### src/rtl/fetch_unit_pkg.sv
// Shared types and constants for the instruction-fetch front end.
// Latency: n/a (types, constants and a pure helper function only).
// Backpressure: n/a.
package fetch_unit_pkg;

  localparam int XLEN    = 32;
  localparam int INSTR_W = 32;

  localparam logic [INSTR_W-1:0] NOP_INSTR        = 32'h0000_0013;
  localparam logic [XLEN-1:0]    DEFAULT_RESET_PC = 32'h0000_0000;

  // One buffered fetch result: the address and the word read from it.
  typedef struct packed {
    logic [XLEN-1:0]    pc;
    logic [INSTR_W-1:0] instr;
  } fetch_entry_t;

  // Instruction addresses are always word aligned; low bits are dropped.
  function automatic logic [XLEN-1:0] align_word(input logic [XLEN-1:0] addr);
    return {addr[XLEN-1:2], 2'b00};
  endfunction

endpackage

### src/rtl/fetch_unit_if.sv
// Fetch-to-decode handshake bundle carrying {pc, instr} pairs.
// Latency: n/a (wiring only).
// Backpressure: decode holds if_ready low to stall; transfer when if_valid & if_ready.
interface fetch_unit_if;
  import fetch_unit_pkg::*;

  logic               if_valid;
  logic               if_ready;
  logic [XLEN-1:0]    if_pc;
  logic [INSTR_W-1:0] if_instr;

  // Fetch side drives the payload, decode side drives ready.
  modport master (
    output if_valid,
    output if_pc,
    output if_instr,
    input  if_ready
  );

  modport slave (
    input  if_valid,
    input  if_pc,
    input  if_instr,
    output if_ready
  );

endinterface

### src/rtl/fetch_unit_fifo.sv
// Small circular buffer of fetch entries between fetch and decode.
// Latency: a pushed entry appears on head_o the cycle after the push (no bypass).
// Backpressure: push is dropped when full unless a pop happens the same cycle.
module fetch_fifo
  import fetch_unit_pkg::*;
#(
  parameter int DEPTH = 2
) (
  input  logic                   clk,
  input  logic                   rst,
  input  logic                   push_i,
  input  fetch_entry_t           push_dat_i,
  input  logic                   pop_i,
  input  logic                   flush_i,
  output fetch_entry_t           head_o,
  output logic [$clog2(DEPTH):0] count_o,
  output logic                   full_o,
  output logic                   empty_o
);

  localparam int PTR_W = $clog2(DEPTH);
  localparam int CNT_W = PTR_W + 1;

  fetch_entry_t     mem_q [DEPTH];
  logic [PTR_W-1:0] wr_ptr_q;
  logic [PTR_W-1:0] rd_ptr_q;
  logic [CNT_W-1:0] count_q;

  logic do_push;
  logic do_pop;

  assign full_o  = (count_q == CNT_W'(DEPTH));
  assign empty_o = (count_q == '0);
  assign count_o = count_q;
  assign head_o  = mem_q[rd_ptr_q];

  // A pop frees a slot in the same cycle, so push-while-full is legal with a pop.
  assign do_pop  = pop_i & ~empty_o;
  assign do_push = push_i & (~full_o | do_pop);

  // Storage: cleared on reset so the head reads as zero until the first write.
  always_ff @(posedge clk) begin
    if (rst) begin
      for (int i = 0; i < DEPTH; i++) begin
        mem_q[i] <= '0;
      end
    end else if (!flush_i && do_push) begin
      mem_q[wr_ptr_q] <= push_dat_i;
    end
  end

  // Pointers and occupancy; flush empties the buffer without touching storage.
  always_ff @(posedge clk) begin
    if (rst) begin
      wr_ptr_q <= '0;
      rd_ptr_q <= '0;
      count_q  <= '0;
    end else if (flush_i) begin
      wr_ptr_q <= '0;
      rd_ptr_q <= '0;
      count_q  <= '0;
    end else begin
      if (do_push) begin
        wr_ptr_q <= wr_ptr_q + 1'b1;
      end
      if (do_pop) begin
        rd_ptr_q <= rd_ptr_q + 1'b1;
      end
      count_q <= count_q + CNT_W'(do_push) - CNT_W'(do_pop);
    end
  end

endmodule

### src/rtl/fetch_unit.sv
// Instruction fetch: owns the PC, reads a synchronous instruction memory, buffers results for decode.
// Latency: address issued at edge N, captured at N+1, visible to decode after N+1 (redirect to target: 2 cycles).
// Backpressure: credit based; a fetch is issued only if buffer slots cover buffered plus in-flight words.
module fetch_unit
  import fetch_unit_pkg::*;
#(
  parameter logic [XLEN-1:0] RESET_PC   = DEFAULT_RESET_PC,
  parameter int              FIFO_DEPTH = 2
) (
  input  logic               clk,
  input  logic               rst,
  output logic [XLEN-1:0]    Pc_out,
  input  logic [INSTR_W-1:0] Instruction,
  input  logic               redirect_valid,
  input  logic [XLEN-1:0]    redirect_pc,
  fetch_unit_if.master       dec
);

  localparam int CNT_W = $clog2(FIFO_DEPTH) + 1;
  localparam int SUM_W = CNT_W + 1;

  // PC presented to memory, plus the address of the word currently in flight.
  logic [XLEN-1:0] pc_out_q;
  logic [XLEN-1:0] pc_out_d;
  logic [XLEN-1:0] fetch_pc_q;
  logic [XLEN-1:0] fetch_pc_d;
  logic            inflight_q;
  logic            inflight_d;

  logic             deq;
  logic             issue;
  logic             capture;
  logic [SUM_W-1:0] credits_used;

  fetch_entry_t     push_dat;
  fetch_entry_t     head;
  logic [CNT_W-1:0] fifo_count;
  logic             fifo_full;
  logic             fifo_empty;

  assign Pc_out = pc_out_q;

  assign deq = dec.if_valid & dec.if_ready;

  // Slots that will be occupied after this edge if we do not issue: buffered
  // entries plus the word returning now, minus whatever decode takes now.
  assign credits_used = SUM_W'(fifo_count) + SUM_W'(inflight_q) - SUM_W'(deq);

  // Redirect wins over everything; a new fetch needs a guaranteed free slot.
  assign issue = ~rst & ~redirect_valid & (credits_used < SUM_W'(FIFO_DEPTH));

  // The word returning this cycle is kept only if no redirect is discarding it.
  assign capture = inflight_q & ~redirect_valid;

  assign push_dat = '{pc: fetch_pc_q, instr: Instruction};

  // Next PC and in-flight tracking: redirect, advance on issue, else hold.
  always_comb begin
    pc_out_d   = pc_out_q;
    fetch_pc_d = fetch_pc_q;
    inflight_d = 1'b0;
    if (redirect_valid) begin
      pc_out_d = align_word(redirect_pc);
    end else if (issue) begin
      pc_out_d   = pc_out_q + XLEN'(4);
      fetch_pc_d = pc_out_q;
      inflight_d = 1'b1;
    end
  end

  // PC registers; reset parks the PC on the reset vector with nothing in flight.
  always_ff @(posedge clk) begin
    if (rst) begin
      pc_out_q   <= align_word(RESET_PC);
      fetch_pc_q <= '0;
      inflight_q <= 1'b0;
    end else begin
      pc_out_q   <= pc_out_d;
      fetch_pc_q <= fetch_pc_d;
      inflight_q <= inflight_d;
    end
  end

  fetch_fifo #(
    .DEPTH (FIFO_DEPTH)
  ) u_fifo (
    .clk        (clk),
    .rst        (rst),
    .push_i     (capture),
    .push_dat_i (push_dat),
    .pop_i      (deq & ~redirect_valid),
    .flush_i    (redirect_valid),
    .head_o     (head),
    .count_o    (fifo_count),
    .full_o     (fifo_full),
    .empty_o    (fifo_empty)
  );

  assign dec.if_valid = ~fifo_empty;
  assign dec.if_pc    = head.pc;
  assign dec.if_instr = head.instr;

  // Credits must make a capture into a full buffer impossible unless decode pops.
  a_no_overflow : assert property (@(posedge clk) disable iff (rst)
    !(fifo_full && capture && !deq));

endmodule

### src/flat_wrapper.sv
// flat-port wrapper written by rule: the top's interface ports become plain ports
module fetch_unit_flat import fetch_unit_pkg::*;
#(
  parameter logic [XLEN-1:0] RESET_PC   = DEFAULT_RESET_PC,
  parameter int              FIFO_DEPTH = 2
)
  (clk, rst, Pc_out, Instruction, redirect_valid, redirect_pc, dec_if_valid, dec_if_pc, dec_if_instr, dec_if_ready);
  fetch_unit_if dec_i ();
  input  logic clk;
  input  logic rst;
  output logic [XLEN-1:0] Pc_out;
  input  logic [INSTR_W-1:0] Instruction;
  input  logic redirect_valid;
  input  logic [XLEN-1:0] redirect_pc;
  output wire logic [$bits(dec_i.if_valid)-1:0] dec_if_valid;
  output wire logic [$bits(dec_i.if_pc)-1:0] dec_if_pc;
  output wire logic [$bits(dec_i.if_instr)-1:0] dec_if_instr;
  input wire logic [$bits(dec_i.if_ready)-1:0] dec_if_ready;
  assign dec_if_valid = dec_i.if_valid;
  assign dec_if_pc = dec_i.if_pc;
  assign dec_if_instr = dec_i.if_instr;
  assign dec_i.if_ready = dec_if_ready;
  fetch_unit #(.RESET_PC(RESET_PC), .FIFO_DEPTH(FIFO_DEPTH)) u_core (.clk(clk), .rst(rst), .Pc_out(Pc_out), .Instruction(Instruction), .redirect_valid(redirect_valid), .redirect_pc(redirect_pc), .dec(dec_i));
endmodule
### config.mk
export PLATFORM = sky130hd
export DESIGN_NAME = fetch_unit_flat
export DESIGN_NICKNAME = d
export VERILOG_FILES = /design/src/rtl/fetch_unit_pkg.sv /design/src/rtl/fetch_unit_if.sv /design/src/rtl/fetch_unit_fifo.sv /design/src/rtl/fetch_unit.sv /design/src/flat_wrapper.sv
export SDC_FILE = /design/constraint.sdc
export NUM_CORES = 1
export LEC_CHECK = 0
export ABC_AREA = 1
export BUFFER_PORTS_ARGS = -buffer_cell sky130_fd_sc_hd__buf_2
export CORE_MARGIN = 5
export CORE_UTILIZATION = 45
export DETAILED_ROUTE_END_ITERATION = 12
export HOLD_SLACK_MARGIN = 0.06
export PLACE_DENSITY = 0.72
export SETUP_SLACK_MARGIN = 0.5
export SLEW_MARGIN = 0
export SYNTH_ARGS = -nofsm -noshare
export SYNTH_HDL_FRONTEND = slang
export SYNTH_SLANG_ARGS = --single-unit
### constraint.sdc
create_clock -name clk -period 3.1 [get_ports clk]
set_input_delay 0.465 -clock clk [delete_from_list [all_inputs] [get_ports clk]]
set_output_delay 0.465 -clock clk [all_outputs]
set_load 0.01 [all_outputs]
## After elaboration in Yosys (flattened, before gate mapping)

Memory sizes are Yosys's and may differ from the RTL's. A register that Yosys moved wholly into a read port is not among the register bits.
Cells that the tools add are included.

- Muxes and demuxes: 13
- Equality and inequality tests: 1
- $lt $le $gt $ge: 1
- Add/subtract/negate cells: 7
- Bitwise logic cells: 12
- Reductions and logical operators: 7

Operators with widths:

| cell | number |
|---|---|
| 2-to-1 mux 32 bit | 2 |
| 2-to-1 mux 64 bit | 1 |
| OR reduction 64 bit | 1 |
| adder 32 x 3 -> 32 bit (second input constant) | 1 |
| 2-to-1 mux 1 bit | 10 |
| AND 1 bit | 7 |
| NOT 1 bit | 4 |
| adder 2 x 1 -> 3 bit | 1 |
| less-than comparator 3 x 2 -> 1 bit (second input constant) | 1 |
| subtractor 3 x 1 -> 3 bit | 1 |
| adder 1 bit (second input constant) | 2 |
| adder 2 x 1 -> 2 bit | 1 |
| == test 2 bit (second input constant) | 1 |
| zero test 2 bit | 1 |
| AND reduction 2 bit | 1 |
| nonzero test 2 bit | 1 |
| OR reduction 2 bit | 1 |
| subtractor 2 x 1 -> 2 bit | 1 |
| logical AND 1 bit | 1 |
| zero test 1 bit | 1 |
| OR 1 bit | 1 |

- Word-level logic and storage cells: 49
- Bits in writable memories: 128
- Output and inout port bits: 97
- Bits in registers: 69
- Input bits: 68
- Memories: 1

Memories:

| name | depth | width | rd ports | clocked after Yosys merged registers in | wr ports | RTL line | text |
|---|---|---|---|---|---|---|---|
| u_core.u_fifo.mem_q | 2 | 64 | 1 | 1 | 2 | fetch_unit_fifo.sv:24 | `fetch_entry_t mem_q [DEPTH];` |

## Longest topological paths before layout

- Depth in word-level cells: 13
- Mapped depth: 18
- Depth with buffers taken out: 17

## By module

From an unflattened synthesis, not the netlist that was laid out.

- Cell total of the unflattened synthesis: 983
- Area total of the unflattened synthesis: 9062.4 um2

By module, submodules not included:

| module | area an instance (um2) | cells each | instances | sequential area each (um2) |
|---|---|---|---|---|
| fetch_fifo | 5711.7 | 451 | 1 | 3943.8 |
| fetch_unit | 3350.7 | 532 | 1 | 1221.2 |

## Worst setup path after synthesis

Ideal clock, no wire load.

- Path type: input port to flip-flop
- From: in dec_if_ready
- To: mem u_core.u_fifo.mem_q[0][0] (netlist name) (enable)
- Data required time: 2425 ps
- Stages on the path: 4
- Setup slack: 205 ps
- Path buffers: 1
- Arrival: 2220 ps
- Library setup time: 675 ps
- Path through: nand3b_1 > nand4_1 > clkbuf_1 > nand2_1

RTL lines:

| element | RTL line | text |
|---|---|---|
| from (decl) | flat_wrapper.sv:18 | `input wire logic [$bits(dec_i.if_ready)-1:0] dec_if_ready;` |
| to (decl) | fetch_unit_fifo.sv:24 |  |

## Worst setup path in the final report

- From: reg u_core.u_fifo.count_q[1] (netlist: u_core.u_fifo.count_o[1])
- To: reg u_core.pc_out_q[29] (netlist: u_core.Pc_out[29])

- Cells in the longest elaborated chain, start to end: 7
- Elaborated cells between the ends (all ways): 8
- Classes of those cells: add/sub (2); order compare (1); bitwise (3); reduce/logical (2)

RTL lines:

| element | RTL line | text |
|---|---|---|
| from (decl) | fetch_unit_fifo.sv:27 | `logic [CNT_W-1:0] count_q;` |
| from (signal assigned) | fetch_unit_fifo.sv:69 | `count_q <= count_q + CNT_W'(do_push) - CNT_W'(do_pop);` |
| branches (longest 3 deep; another with adder 2 x 1 -> 3 bit) | n/a |  |
| subtractor 3 x 1 -> 3 bit * | fetch_unit.sv:47 | `assign credits_used = SUM_W'(fifo_count) + SUM_W'(inflight_q) - SUM_W'(deq);` |
| less-than comparator 3 x 2 -> 1 bit * | fetch_unit.sv:50 | `assign issue = ~rst & ~redirect_valid & (credits_used < SUM_W'(FIFO_DEPTH));` |
| AND 1 bit * | fetch_unit.sv:50 |  |
| nonzero test 2 bit (no source line) * | n/a |  |
| to (signal assigned) | fetch_unit.sv:74 | `pc_out_q <= align_word(RESET_PC);` |
| to (signal assigned) | fetch_unit.sv:78 | `pc_out_q <= pc_out_d;` |
| to (decl) | fetch_unit.sv:23 | `logic [XLEN-1:0] pc_out_q;` |

Every way passes the cells marked *.
A chain may end at the register's enable or synchronous reset.

==> results.md <==
* Worst min path class: input pin to register
* Initial drt markers at about 340
* Stages on worst setup path at 18
* Pwr dens at a little over 500 mW/mm2
* Final period utilization at around 84%
* Insertion delay to the later sink of the worst-skew pair at around 0.43 ns
* Leak at ~0.0047 uW
* CP most frequent cell: inv_2
* Die Span Y at 149 um
* Critical path cell sequence: inv_2, nand2_2, nand2_2, inv_2, ha_4, or2_4, fa_1, inv_2, nor2_4, nand2_8, buf_12, buf_12, nand3_2, nand2_1, inv_1, nand2_1, nor2_1, nor2_1
* Worst path buffer plus inverter count at 6
* DRT Wirelength at 20700 um
* Share of layout cells above drive strength 1 at 29.4%
* #FFs+latches synth at 190
* CTS root buf: clkbuf_16
* Max Fanout on Critical Path at 7
* Worst EP required at 3.41 ns
* Mapped Cells at around 940
* Cell variety after synth at 33
* Pre-CTS setup slack at about 0.25 ns
* Outcome: completed
* Fraction of registers with async set/reset at 0%
* Final ANT Viol Nets at 0
* Nets@finish at 1188
* CTS max path bufs at 2
* Die X-Extent at 149 um
* Synth Cell Area at 0.00874 mm2
* Crit path kind: register to register
* IO Count at 165
* # clock sinks at between 150 and 200
* Gr usage total at 18.9%
* Wire length per cell at 14.9 um
* Setup crit end kind: register
* Share of the synthesized area in the top cell type at 42.6%
* Congestion Overflow GR at 0
* PnR worst setup slack at between 0.4 and 0.5 ns
* DRC viols at 0
* F_max at around 0.38 GHz
* CORE AREA at a little under 0.02 mm2
* Post-synth EDFFs at 124
* Hold Path Stages at 3
* DR pass1 iterations at 5
* CTS tree: yes
* Slowest-stage cell, CP: fa_1
* Worst-margin pin slew at about 0.74 ns
* Prevailing post-synth register cell: edfxtp_1
* Most common cell in the synthesized netlist: nor2_1
* Final Max Tran Viols at 0
* H-tree depth at 4
* Synth Warn # at 0
* Die area at approximately 0.022 mm2
* PortBufs at 158
* Synth cell count leaders: nor2_1, nand2_1, inv_1, edfxtp_1, dfxtp_1
* Area of the multi-input gates at 0.00314 mm2
* Max IR drop VDD at about 0.37 mV
* Avg Cell Area, Syn at 9.25 um2
* Inserted Clock Buffers at 17
* Antenna diodes at 0
* Max-cap viol count at 0
* Clk_skew at slightly below 0.02 ns
* Initial Util at between 40% and 50%
* Gpl congestion at 0.839
* Fin. Hold Viols at 0
* Row Count at 51
* Sequential cell area at approximately 0.0051 mm2
* Top cells by area, synth: edfxtp_1, dfxtp_1, nor2_1
* Share of the yosys chip area belonging to registers at 57.7%
* Via Count at 6809
* Initial antenna violation count at 0
* CP max stage delay at roughly 0.52 ns
* RSZ-0062 raised after global routing: yes
* Vias per cell at around 5
* Largest net degree at the start of global routing at 63
* Sum Neg Setup Slack at 0 ns
* Delay-heaviest family, CP: simple AND/OR/NAND/NOR gates
* # setup viols final at 0
* Vias in the first global route at ~6.7k
* Yosys top cell by area: edfxtp_1
* First-pass GRT wire length at roughly 33000 um
* Layout area overhead at 24.4%
* Clock slew at reported path FFs at 0.07 ns
* Worst slew margin at 50.8%
* Crit path DAT at 2.93 ns
* Period minus WS final at 2.62 ns
* Filler Cell Count at 1698
* Worst setup SP type: register
* Reg2Reg Depth at 18
* Hpwl dp at between 10000 and 15000 um
## final timing paths
kind,startpoint,end,slack [ns]
min,redirect_pc[9],u_core.Pc_out[9]$_SDFFE_PP0P_,0.31
min reg2reg,u_core.fetch_pc_q[8]$_SDFFE_PP0P_,u_core.fetch_pc_q[8]$_SDFFE_PP0P_,0.48
max reg2reg,u_core.u_fifo.count_o[1]$_SDFF_PP0_,u_core.Pc_out[29]$_SDFFE_PP0P_,0.48
max,u_core.u_fifo.count_o[1]$_SDFF_PP0_,u_core.Pc_out[29]$_SDFFE_PP0P_,0.48
## worst register-to-register path, delay by kind of cell (launching register included)
family                   cells  cell delay, ns
flip-flops                   1            0.35
adder cells (fa/ha/maj)      2            0.72
buffers and inverters        6            0.52
AND/OR/NAND/NOR             10            0.93
## layer usage
layer	vias to the layer above	track usage (%)	share of wire (%)
met5	-	0	0
met4	0	7.23	2.3
met3	35	3.95	7.3
met2	272	30.9	47
met1	3112	25.0	44
li1	3390	-	-
## final cells by class
cell class                 count  share of cell area (%)
clock inverter                10                   0.875
tap                          265                    3.05
multi-input combinational    578                    28.8
inverter                     136                    4.81
sequential                   190                    46.5
timing repair buffer         193                    11.3
clock buffer                  22                    4.67
## cells in the final DEF, fill, tap and decap left out, types with 22 or more instances in the layout
master | Yosys | final
edfxtp_1 | 124 | 124
buf_4 | 5 | 22
mux2_2 | 62 | 62
nor2_1 | 194 | 182
buf_2 | 15 | 158
nand2_1 | 152 | 143
a21oi_1 | 35 | 35
nand3_1 | 43 | 41
dfxtp_1 | 66 | 63
inv_1 | 133 | 128
## registers in the layout, indices dropped and copies added (netlist names), named ones only
signal,flops
u_core.u_fifo.mem_q,124
u_core.Pc_out,30
u_core.fetch_pc_q,30
u_core.u_fifo.count_o,2
u_core.inflight_q,1
u_core.u_fifo.rd_ptr_q,1
u_core.u_fifo.wr_ptr_q,1
## per-stage QoR
| stage | total power, uW | hold slack, ns | util (%) | std cells | cell area (um2) |
|---|---|---|---|---|---|
| after floorplan | 3230 | 0.445 | - | 947 | 8750 |
| after global placement | 3430 | 0.453 | 51.2 | 1342 | 9870 |
| after detailed placement | 3440 | 0.458 | 51.2 | 1342 | 9870 |
| after CTS | 5680 | 0.293 | 55.8 | 1388 | 10800 |
| after global routing | 5880 | 0.315 | 56.4 | 1394 | 10900 |
| final | 5650 | 0.306 | 56.4 | 1394 | 10900 |
## where the power goes
group | switching, uW | internal, uW
logic | 331 | 237
registers | 70.9 | 2810
clock network | 934 | 1260
## logic make-up (layout without fill, tap and decap cells)
kind of cell    after synthesis  after routing  synth area share (%)
compound gates               89             89                  5.56
xor+xnor                      6              6                 0.602
fa+ha+maj                     4              4                 0.659
buf+inv                     180            361                  8.16
flops                       190            190                  57.7
mux                          62             62                  7.99
other cells                   1              4                0.0429
simple gates                412            413                  19.2
## what timing repair did
action                                  4_1_cts  5_1_grt
endpoints found under the setup margin       59       65
hold buffers                                  0        0
gates resized for setup                      38       33
gates cloned                                  4        1
pin swaps                                     6       10
buffers inserted                             10        5
Note: power is estimated with default switching activity, not from simulation.
